### config.mk
export PLATFORM = sky130hd
export DESIGN_NAME = vend_seq_ctrl
export DESIGN_NICKNAME = d
export VERILOG_FILES = /design/src/rtl/vend_seq_ctrl.sv
export SDC_FILE = /design/constraint.sdc
export NUM_CORES = 1
export LEC_CHECK = 0
export CORE_MARGIN = 10
export CORE_UTILIZATION = 40
export DETAILED_ROUTE_END_ITERATION = 10
export DONT_BUFFER_PORTS = 1
export GPL_TIMING_DRIVEN = 0
export SETUP_SLACK_MARGIN = 0.02
export SYNTH_ARGS = -nofsm -noshare
export SYNTH_HDL_FRONTEND = slang
export SYNTH_SLANG_ARGS = --single-unit
### constraint.sdc
create_clock -name clk -period 9.6 [get_ports clk]
set_input_delay 1.92 -clock clk [delete_from_list [all_inputs] [get_ports clk]]
set_output_delay 1.92 -clock clk [all_outputs]
set_load 0.005 [all_outputs]
### src/rtl/vend_seq_ctrl.sv
// Vending transaction sequencer: coin/selection intake, dispense handshake with
// timeout refund, and greedy one-coin-at-a-time change payout.
module vend_seq_ctrl #(
  parameter int PRICE0     = 15,
  parameter int PRICE1     = 25,
  parameter int PRICE2     = 50,
  parameter int PRICE3     = 65,
  parameter int MAX_CREDIT = 200,
  parameter int TIMEOUT    = 16
) (
  input  logic       clk,
  input  logic       rst,
  input  logic       coin_valid,
  input  logic [6:0] coin_val,
  output logic       coin_reject,
  input  logic       sel_valid,
  input  logic [1:0] sel_id,
  input  logic       cancel,
  output logic       disp_req,
  output logic [1:0] disp_id,
  input  logic       disp_ack,
  output logic       chg_req,
  output logic [6:0] chg_coin,
  input  logic       chg_ack,
  output logic [7:0] credit,
  output logic       add_still,
  output logic       busy,
  output logic       vend_done,
  output logic       fault
);

  localparam logic [1:0] ST_IDLE     = 2'd0;
  localparam logic [1:0] ST_COLLECT  = 2'd1;
  localparam logic [1:0] ST_DISPENSE = 2'd2;
  localparam logic [1:0] ST_CHANGE   = 2'd3;
  localparam int TW = $clog2(TIMEOUT + 1);

  function automatic logic [7:0] price_of(input logic [1:0] id);
    case (id)
      2'd0:    price_of = 8'(PRICE0);
      2'd1:    price_of = 8'(PRICE1);
      2'd2:    price_of = 8'(PRICE2);
      default: price_of = 8'(PRICE3);
    endcase
  endfunction

  function automatic logic [6:0] pick_coin(input logic [7:0] c);
    if (c >= 8'd50)      pick_coin = 7'd50;
    else if (c >= 8'd20) pick_coin = 7'd20;
    else if (c >= 8'd10) pick_coin = 7'd10;
    else if (c >= 8'd5)  pick_coin = 7'd5;
    else                 pick_coin = 7'd0;
  endfunction

  logic [1:0]    state_q, state_d;
  logic [7:0]    credit_q, credit_d;
  logic [1:0]    disp_id_q, disp_id_d;
  logic [TW-1:0] tmo_q, tmo_d;
  logic          add_still_q, add_still_d;
  logic          coin_reject_q, coin_reject_d;
  logic          disp_req_q, disp_req_d;
  logic          chg_req_q, chg_req_d;
  logic [6:0]    chg_coin_q, chg_coin_d;
  logic          busy_q, busy_d;
  logic          vend_done_q, vend_done_d;
  logic          fault_q, fault_d;

  logic          coin_legal, coin_ok;
  logic [8:0]    coin_sum;
  logic [7:0]    sel_price;

  assign coin_legal = (coin_val == 7'd5) || (coin_val == 7'd10) ||
                      (coin_val == 7'd20) || (coin_val == 7'd50);
  assign coin_sum   = {1'b0, credit_q} + {2'b0, coin_val};
  assign coin_ok    = coin_legal && (coin_sum <= 9'(MAX_CREDIT));
  assign sel_price  = price_of(sel_id);

  always_comb begin
    state_d       = state_q;
    credit_d      = credit_q;
    disp_id_d     = disp_id_q;
    tmo_d         = tmo_q;
    add_still_d   = add_still_q;
    coin_reject_d = 1'b0;
    vend_done_d   = 1'b0;
    fault_d       = 1'b0;

    case (state_q)
      ST_IDLE, ST_COLLECT: begin
        if (cancel) begin
          coin_reject_d = coin_valid;
          if (state_q == ST_COLLECT) begin
            state_d     = ST_CHANGE;
            add_still_d = 1'b0;
          end
        end else if (sel_valid && credit_q >= sel_price) begin
          coin_reject_d = coin_valid;
          credit_d      = credit_q - sel_price;
          disp_id_d     = sel_id;
          tmo_d         = '0;
          add_still_d   = 1'b0;
          state_d       = ST_DISPENSE;
        end else begin
          // A short selection sets add_still even if a coin lands in the same cycle;
          // only a later coin clears it.
          if (sel_valid) add_still_d = 1'b1;
          if (coin_valid) begin
            if (coin_ok) begin
              credit_d = coin_sum[7:0];
              state_d  = ST_COLLECT;
              if (!sel_valid) add_still_d = 1'b0;
            end else begin
              coin_reject_d = 1'b1;
            end
          end
        end
      end
      ST_DISPENSE: begin
        coin_reject_d = coin_valid;
        if (disp_ack) begin
          if (credit_q != 8'd0) begin
            state_d = ST_CHANGE;
          end else begin
            state_d     = ST_IDLE;
            vend_done_d = 1'b1;
          end
        end else if (tmo_q == TW'(TIMEOUT - 1)) begin
          credit_d = credit_q + price_of(disp_id_q);
          fault_d  = 1'b1;
          state_d  = ST_CHANGE;
        end else begin
          tmo_d = tmo_q + 1'b1;
        end
      end
      ST_CHANGE: begin
        coin_reject_d = coin_valid;
        if (chg_ack) begin
          credit_d = credit_q - {1'b0, chg_coin_q};
          if (credit_d == 8'd0) begin
            state_d     = ST_IDLE;
            vend_done_d = 1'b1;
          end
        end
      end
      default: state_d = ST_IDLE;
    endcase

    // Handshake outputs are registered copies of the next state, so a new coin is
    // presented in the cycle right after each chg_ack.
    disp_req_d = (state_d == ST_DISPENSE);
    chg_req_d  = (state_d == ST_CHANGE);
    busy_d     = disp_req_d || chg_req_d;
    chg_coin_d = chg_req_d ? pick_coin(credit_d) : 7'd0;
  end

  always_ff @(posedge clk) begin
    if (!rst) begin
      state_q       <= ST_IDLE;
      credit_q      <= '0;
      disp_id_q     <= '0;
      tmo_q         <= '0;
      add_still_q   <= 1'b0;
      coin_reject_q <= 1'b0;
      disp_req_q    <= 1'b0;
      chg_req_q     <= 1'b0;
      chg_coin_q    <= '0;
      busy_q        <= 1'b0;
      vend_done_q   <= 1'b0;
      fault_q       <= 1'b0;
    end else begin
      state_q       <= state_d;
      credit_q      <= credit_d;
      disp_id_q     <= disp_id_d;
      tmo_q         <= tmo_d;
      add_still_q   <= add_still_d;
      coin_reject_q <= coin_reject_d;
      disp_req_q    <= disp_req_d;
      chg_req_q     <= chg_req_d;
      chg_coin_q    <= chg_coin_d;
      busy_q        <= busy_d;
      vend_done_q   <= vend_done_d;
      fault_q       <= fault_d;
    end
  end

  assign coin_reject = coin_reject_q;
  assign disp_req    = disp_req_q;
  assign disp_id     = disp_id_q;
  assign chg_req     = chg_req_q;
  assign chg_coin    = chg_coin_q;
  assign credit      = credit_q;
  assign add_still   = add_still_q;
  assign busy        = busy_q;
  assign vend_done   = vend_done_q;
  assign fault       = fault_q;

endmodule

== Yosys cells after proc, flatten, opt, wreduce, memory -nomap -nowiden ==
Cells that the tools add are included.

* Magnitude comparators: 6
* Add/subtract/negate cells: 5
* Bitwise gates (word level): 4
* Equality and inequality tests: 19
* Mux-type cells: 51
* Reduce and logical (&&, ||, !) cells: 22

{| class="wikitable"
|+ Operators by type and width
! operator !! number
|-
| 2-to-1 mux 8 bit || 10
|-
| case mux 7 bit (3 select lines) || 2
|-
| 2-to-1 mux 5 bit || 5
|-
| case mux 8 bit (3 select lines) || 1
|-
| 2-to-1 mux 2 bit || 10
|-
| 2-to-1 mux 1 bit || 16
|-
| equality test 2 bit, second input constant || 6
|-
| case mux 5 bit (2 select lines) || 1
|-
| adder 8 x 7 -> 9 bit || 1
|-
| less-or-equal comparator 9 x 8 -> 1 bit, second input constant || 1
|-
| adder 8 bit || 1
|-
| greater-or-equal comparator 8 x 3 -> 1 bit, second input constant || 1
|-
| greater-or-equal comparator 8 x 4 -> 1 bit, second input constant || 1
|-
| greater-or-equal comparator 8 x 5 -> 1 bit, second input constant || 1
|-
| greater-or-equal comparator 8 x 6 -> 1 bit, second input constant || 1
|-
| greater-or-equal comparator 8 bit || 1
|-
| zero test 8 bit || 1
|-
| != test 2 bit, second input constant || 4
|-
| nonzero test 8 bit || 1
|-
| subtractor 8 x 7 -> 8 bit || 1
|-
| subtractor 8 bit || 1
|-
| equality test 7 x 3 -> 1 bit, second input constant || 1
|-
| equality test 7 x 4 -> 1 bit, second input constant || 1
|-
| equality test 7 x 5 -> 1 bit, second input constant || 1
|-
| 22 further kinds || 37
|}

* Logic and storage cells: 122
* Register bits after elaboration: 31

== Longest topological paths before layout ==
* Depth after elaboration: 15
* Gate-level depth with buffers: 18
* Gate-level depth less buffers: 17

== Worst setup path before layout ==
No wires, ideal clock.

* Path kind: input port to flip-flop
* From: in coin_val[0]
* To: reg chg_coin_q[5], in the netlist chg_coin[5]
* Data arrival time: 4.529 ns
* Library setup time: 0.115 ns
* Cell stages on the path: 11
* Slack: 4.956 ns
* Path through: ha_1 -> fa_1 -> a21o_1 -> a221oi_4 -> xor2_1 -> o21bai_4 -> and3b_1 -> o221a_4 -> a311oi_4 -> o311ai_1 -> and2_1

* Longest elaborated chain between the ends: 12

{| class="wikitable"
|+ Ends and longest elaborated chain
! item !! line !! source
|-
| from (decl) || 14 || <nowiki>input logic [6:0] coin_val,</nowiki>
|-
| branches (longest 12 deep; another with adder 8 x 7 -> 9 bit) || n/a ||
|-
| to (signal assigned) || 179 || <nowiki>chg_coin_q <= chg_coin_d;</nowiki>
|-
| to (decl) || 63 || <nowiki>logic [6:0] chg_coin_q, chg_coin_d;</nowiki>
|}

Several ways; the timed one is not identified.
A chain may end at the register's enable or synchronous reset.

== Final worst setup path ==
* From: in sel_id[0]
* To: reg chg_coin_q[5], in the netlist chg_coin[5]

* Longest elaborated chain between the ends: 9

{| class="wikitable"
|+ Ends and longest elaborated chain
! item !! line !! source
|-
| from (decl) || 17 || <nowiki>input logic [1:0] sel_id,</nowiki>
|-
| equality test 2 bit, or another cell as far along || 39 || <nowiki>case (id)</nowiki>
|-
| case mux 7 bit (3 select lines) * || 39 ||
|-
| greater-or-equal comparator 8 bit || 96 || <nowiki>end else if (sel_valid && credit_q >= sel_price) begin</nowiki>
|-
| logical AND 1 bit || 96 ||
|-
| 2-to-1 mux 8 bit or 2-to-1 mux 2 bit (tied branches) || 96 ||
|-
| 2-to-1 mux 8 bit or 2-to-1 mux 2 bit (tied branches) || 90 || <nowiki>if (cancel) begin</nowiki>
|-
| case mux 8 bit (3 select lines) or case mux 2 bit (3 select lines) (tied branches) || 88 || <nowiki>case (state_q)</nowiki>
|-
| greater-or-equal comparator 8 x 6 -> 1 bit or equality test 2 bit (tied branches) || 48, 151 ||
|-
| 2-to-1 mux 6 bit or AND reduction 2 bit (tied branches) || n/a ||
|}

Every way passes the cells marked *; elsewhere a longest branch is shown, timed or not.

==> impl_summary.log <==
INFO  metric cts_made_buffers = 5
INFO  metric coreArea = 0.008341 sq mm
INFO  metric via_count = 3476
INFO  metric first_global_vias = 3280
INFO  metric final_max_slew_viol_count = 0
INFO  metric synthDistinctLibCells = 77
INFO  metric drv.max_cap_violation_count = 0
INFO  metric synth-edff-count = 0
INFO  metric synth.area.top_cells = dfxtp_1 (17%), ha_1 (13%), nor2_1 (4.4%)
INFO  metric detail_route.first_pass.iterations = 5
INFO  metric grt_pass1_wl = 17780 um
INFO  metric gr-total-overflow = 0
INFO  metric finalSetupViolations = 0
INFO  metric critical_path.cell_chain = inv_1, ha_1, inv_1, ha_1, inv_1, fa_1, a21o_1, o21ai_0, a21oi_1, clkbuf_1, nand3_1, o211ai_1, a41oi_1, a41oi_1, o311ai_1, and2_1
INFO  metric synth.cells.most_frequent = nor2_1 (41), ha_1 (37), inv_1 (32), dfxtp_1 (30), o21ai_0 (30)
INFO  metric ioPinCount = 40
INFO  metric max_slew.worst_pin.slew = 0.8179 ns
INFO  metric clock_tree_from_tritoncts = yes
INFO  metric cp_max_fo = 10
INFO  metric grt_max_degree = 15
INFO  metric drc_errors = 0
INFO  metric die_w = 113.4 um
INFO  metric ys_warn_count = 0
INFO  metric postCtsSetupRepairBufs = 0
INFO  metric synth_fp_nets = 501
INFO  metric chipHeight = 113.4 um
INFO  metric min_path_type = reg2reg
INFO  metric final_min_period_over_clock_period = 0.5048
INFO  metric fin_crit = 4.846 ns
INFO  metric ys_seq_area_frac = 0.1723
INFO  metric initial_standard_cell_utilization_of_the_core = 0.4179
INFO  metric antenna_left = 0
INFO  metric path_clk_slew = 0.07 ns
INFO  metric worst_skew_pair.late_latency = 0.29 ns
INFO  metric post_route_cells_drive_above_1_share = 0.09292
INFO  metric synthArstFlopShare = 0
INFO  metric detail_route.wl_per_cell = 20.10 um
INFO  metric cts_resized = 0
INFO  metric synth_area = 0.003486 sq mm
INFO  metric worst_path_most_repeated_cell = inv_1
INFO  metric achievable_clock_frequency = 0.2064 GHz
INFO  metric layout.filler_cells = 870
INFO  metric place_hpwl = 8693 um
INFO  metric critical_path_arrival = 5.03 ns
INFO  metric drt-total-wl = 11200 um
INFO  metric final_core_util = 0.4451
INFO  metric crit_path_max_incr_delay = 0.53 ns
INFO  metric numPortBuffers = 0
INFO  metric startpoint_class = input port
INFO  metric clock-skew-final = 0.007743 ns
INFO  metric rsz_0062_raised_after_global_routing = no
INFO  metric r2r-start = credit[0]$_SDFF_PN0_
INFO  metric run_status = finished, final reports clean
INFO  metric synth.top_cell.area_share = 0.1723
INFO  metric design.die.area = 0.01285 sq mm
INFO  metric yosysMostFrequentCell = nor2_1
INFO  metric antennaDiodeCount = 0
INFO  metric placement_rows = 33
INFO  metric areaGrowthSynthToFinish = 6.497%
INFO  metric antenna_found_initial = 0
INFO  metric critPathRequiredTime = 9.78 ns
INFO  metric synth_area_per_cell = 7.851 sq um
INFO  metric fin_tns_setup = 0 ns
INFO  metric post-synth-top-area-cell = dfxtp_1
INFO  metric slew_hr = 0.4540
INFO  metric vdd_drop_max = 0.1035 mV
INFO  metric worst-setup-path-type = in2reg
INFO  metric synth_top_flop_cell = dfxtp_1
INFO  metric clk_path_buf_depth = 2
INFO  metric synth_seq_cells = 30
INFO  metric synthesis.instances = 444
INFO  metric via_per_inst = 6.241
INFO  metric gp_congestion = 0.9213
INFO  metric post_cts_hold_buffer_count = 0
INFO  metric hold_violations = 0
INFO  metric cellLeakagePower = 1.451 nW
INFO  metric cp-end-kind = flop
INFO  metric grt.total_usage = 0.1680
INFO  metric master_cell_of_the_clock_root_buffer = clkbuf_8
INFO  metric clock_h_tree_levels = 2
INFO  metric total_clock_sinks = 30
INFO  metric design.final.nets = 508
INFO  metric critPathSlowestCell = a41oi_1
INFO  metric dr.first_iter.drc_count = 310
INFO  metric powerDensity = 202.1 mW/mm^2
INFO  metric startpoint = sel_id[0]
INFO  metric hp-start = tmo_q[1]$_SDFFE_PN0P_
## layout make-up
cell class / count / area [sq um] / area share
plain buffers: 15 / 67.56 / 0.01820
clock buffers: 6 / 82.58 / 0.02224
well taps: 105 / 131.4 / 0.03539
inverters: 34 / 127.6 / 0.03438
multi-input cells: 365 / 2690 / 0.7246
clock inverters: 2 / 12.51 / 0.003370
flip-flops and latches: 30 / 600.6 / 0.1618
## where the power goes
group	total [mW]	internal, mW	switching, mW
sequential	0.178	0.140	0.0375
combinational	0.461	0.181	0.280
clock	0.111	0.0576	0.0534
total	0.750	0.379	0.371
## metal layers
layer  share of wire  track usage  wire, um
met5               0            0         0
met4           0.014      0.03553       154
met3           0.082      0.03222       923
met2            0.47       0.2819      5222
met1            0.44       0.2166      4897
## through the flow
step           hold slack (ns)  total power [mW]  std cells  worst slack [ns]  area (sq um)
2_1_floorplan           0.4604            0.5212        444             4.956          3486
3_3_place_gp            0.4781            0.6251        549             4.490          3617
3_5_place_dp            0.4942            0.6321        549             4.479          3617
4_1_cts                 0.5037            0.7449        557             4.784          3712
5_1_grt                 0.5282            0.8060        557             4.343          3712
6_report                0.5022            0.7502        557             4.754          3712
## final timing paths
path         slack, ns  cells after the start                     end
max reg2reg       5.71                     14  chg_coin[5]$_SDFF_PP0_
max               4.75                     16  chg_coin[5]$_SDFF_PP0_
min               0.50                      2   tmo_q[1]$_SDFFE_PN0P_
min reg2reg       0.50                      2   tmo_q[1]$_SDFFE_PN0P_
## registers in the layout, summed over array words and instances, names as in the netlist, 2 cells and up
register	flops
chg_coin	6
disp_id	2
tmo_q	5
state_q	2
credit	8
## worst max-delay path: cells and delay by family
kind	cells	cell delay [ns]
and+or+nand+nor	2	0.34
AOI/OAI and AO/OA	7	1.58
adders and majority gates	3	0.54
buffers and inverters	4	0.63
## logic make-up (layout without fill, tap and decap cells)
family / count (synthesis) / count (layout) / synth area share
flip-flops: 30 / 30 / 0.1723
multiplexers: 9 / 9 / 0.02871
AO/OA/AOI/OAI: 151 / 151 / 0.3216
buffers and inverters: 49 / 57 / 0.05599
XOR/XNOR: 15 / 15 / 0.03769
adder cells (fa/ha/maj): 41 / 41 / 0.1558
other: 1 / 1 / 0.001076
AND/OR/NAND/NOR: 148 / 148 / 0.2269
## layout by cell type, fill, tap and decap left out, types with 8 or more instances in the layout
| master | instances |
|---|---|
| nor2_1 | 41 |
| ha_1 | 37 |
| inv_1 | 32 |
| o21ai_0 | 30 |
| dfxtp_1 | 30 |
| a21oi_1 | 28 |
| nand2_1 | 23 |
| nand3_1 | 16 |
| clkbuf_1 | 12 |
| nor3_1 | 10 |
| xnor2_1 | 9 |
| a21o_1 | 8 |
| o21a_1 | 8 |
Note: power is estimated with default switching activity, not from simulation.
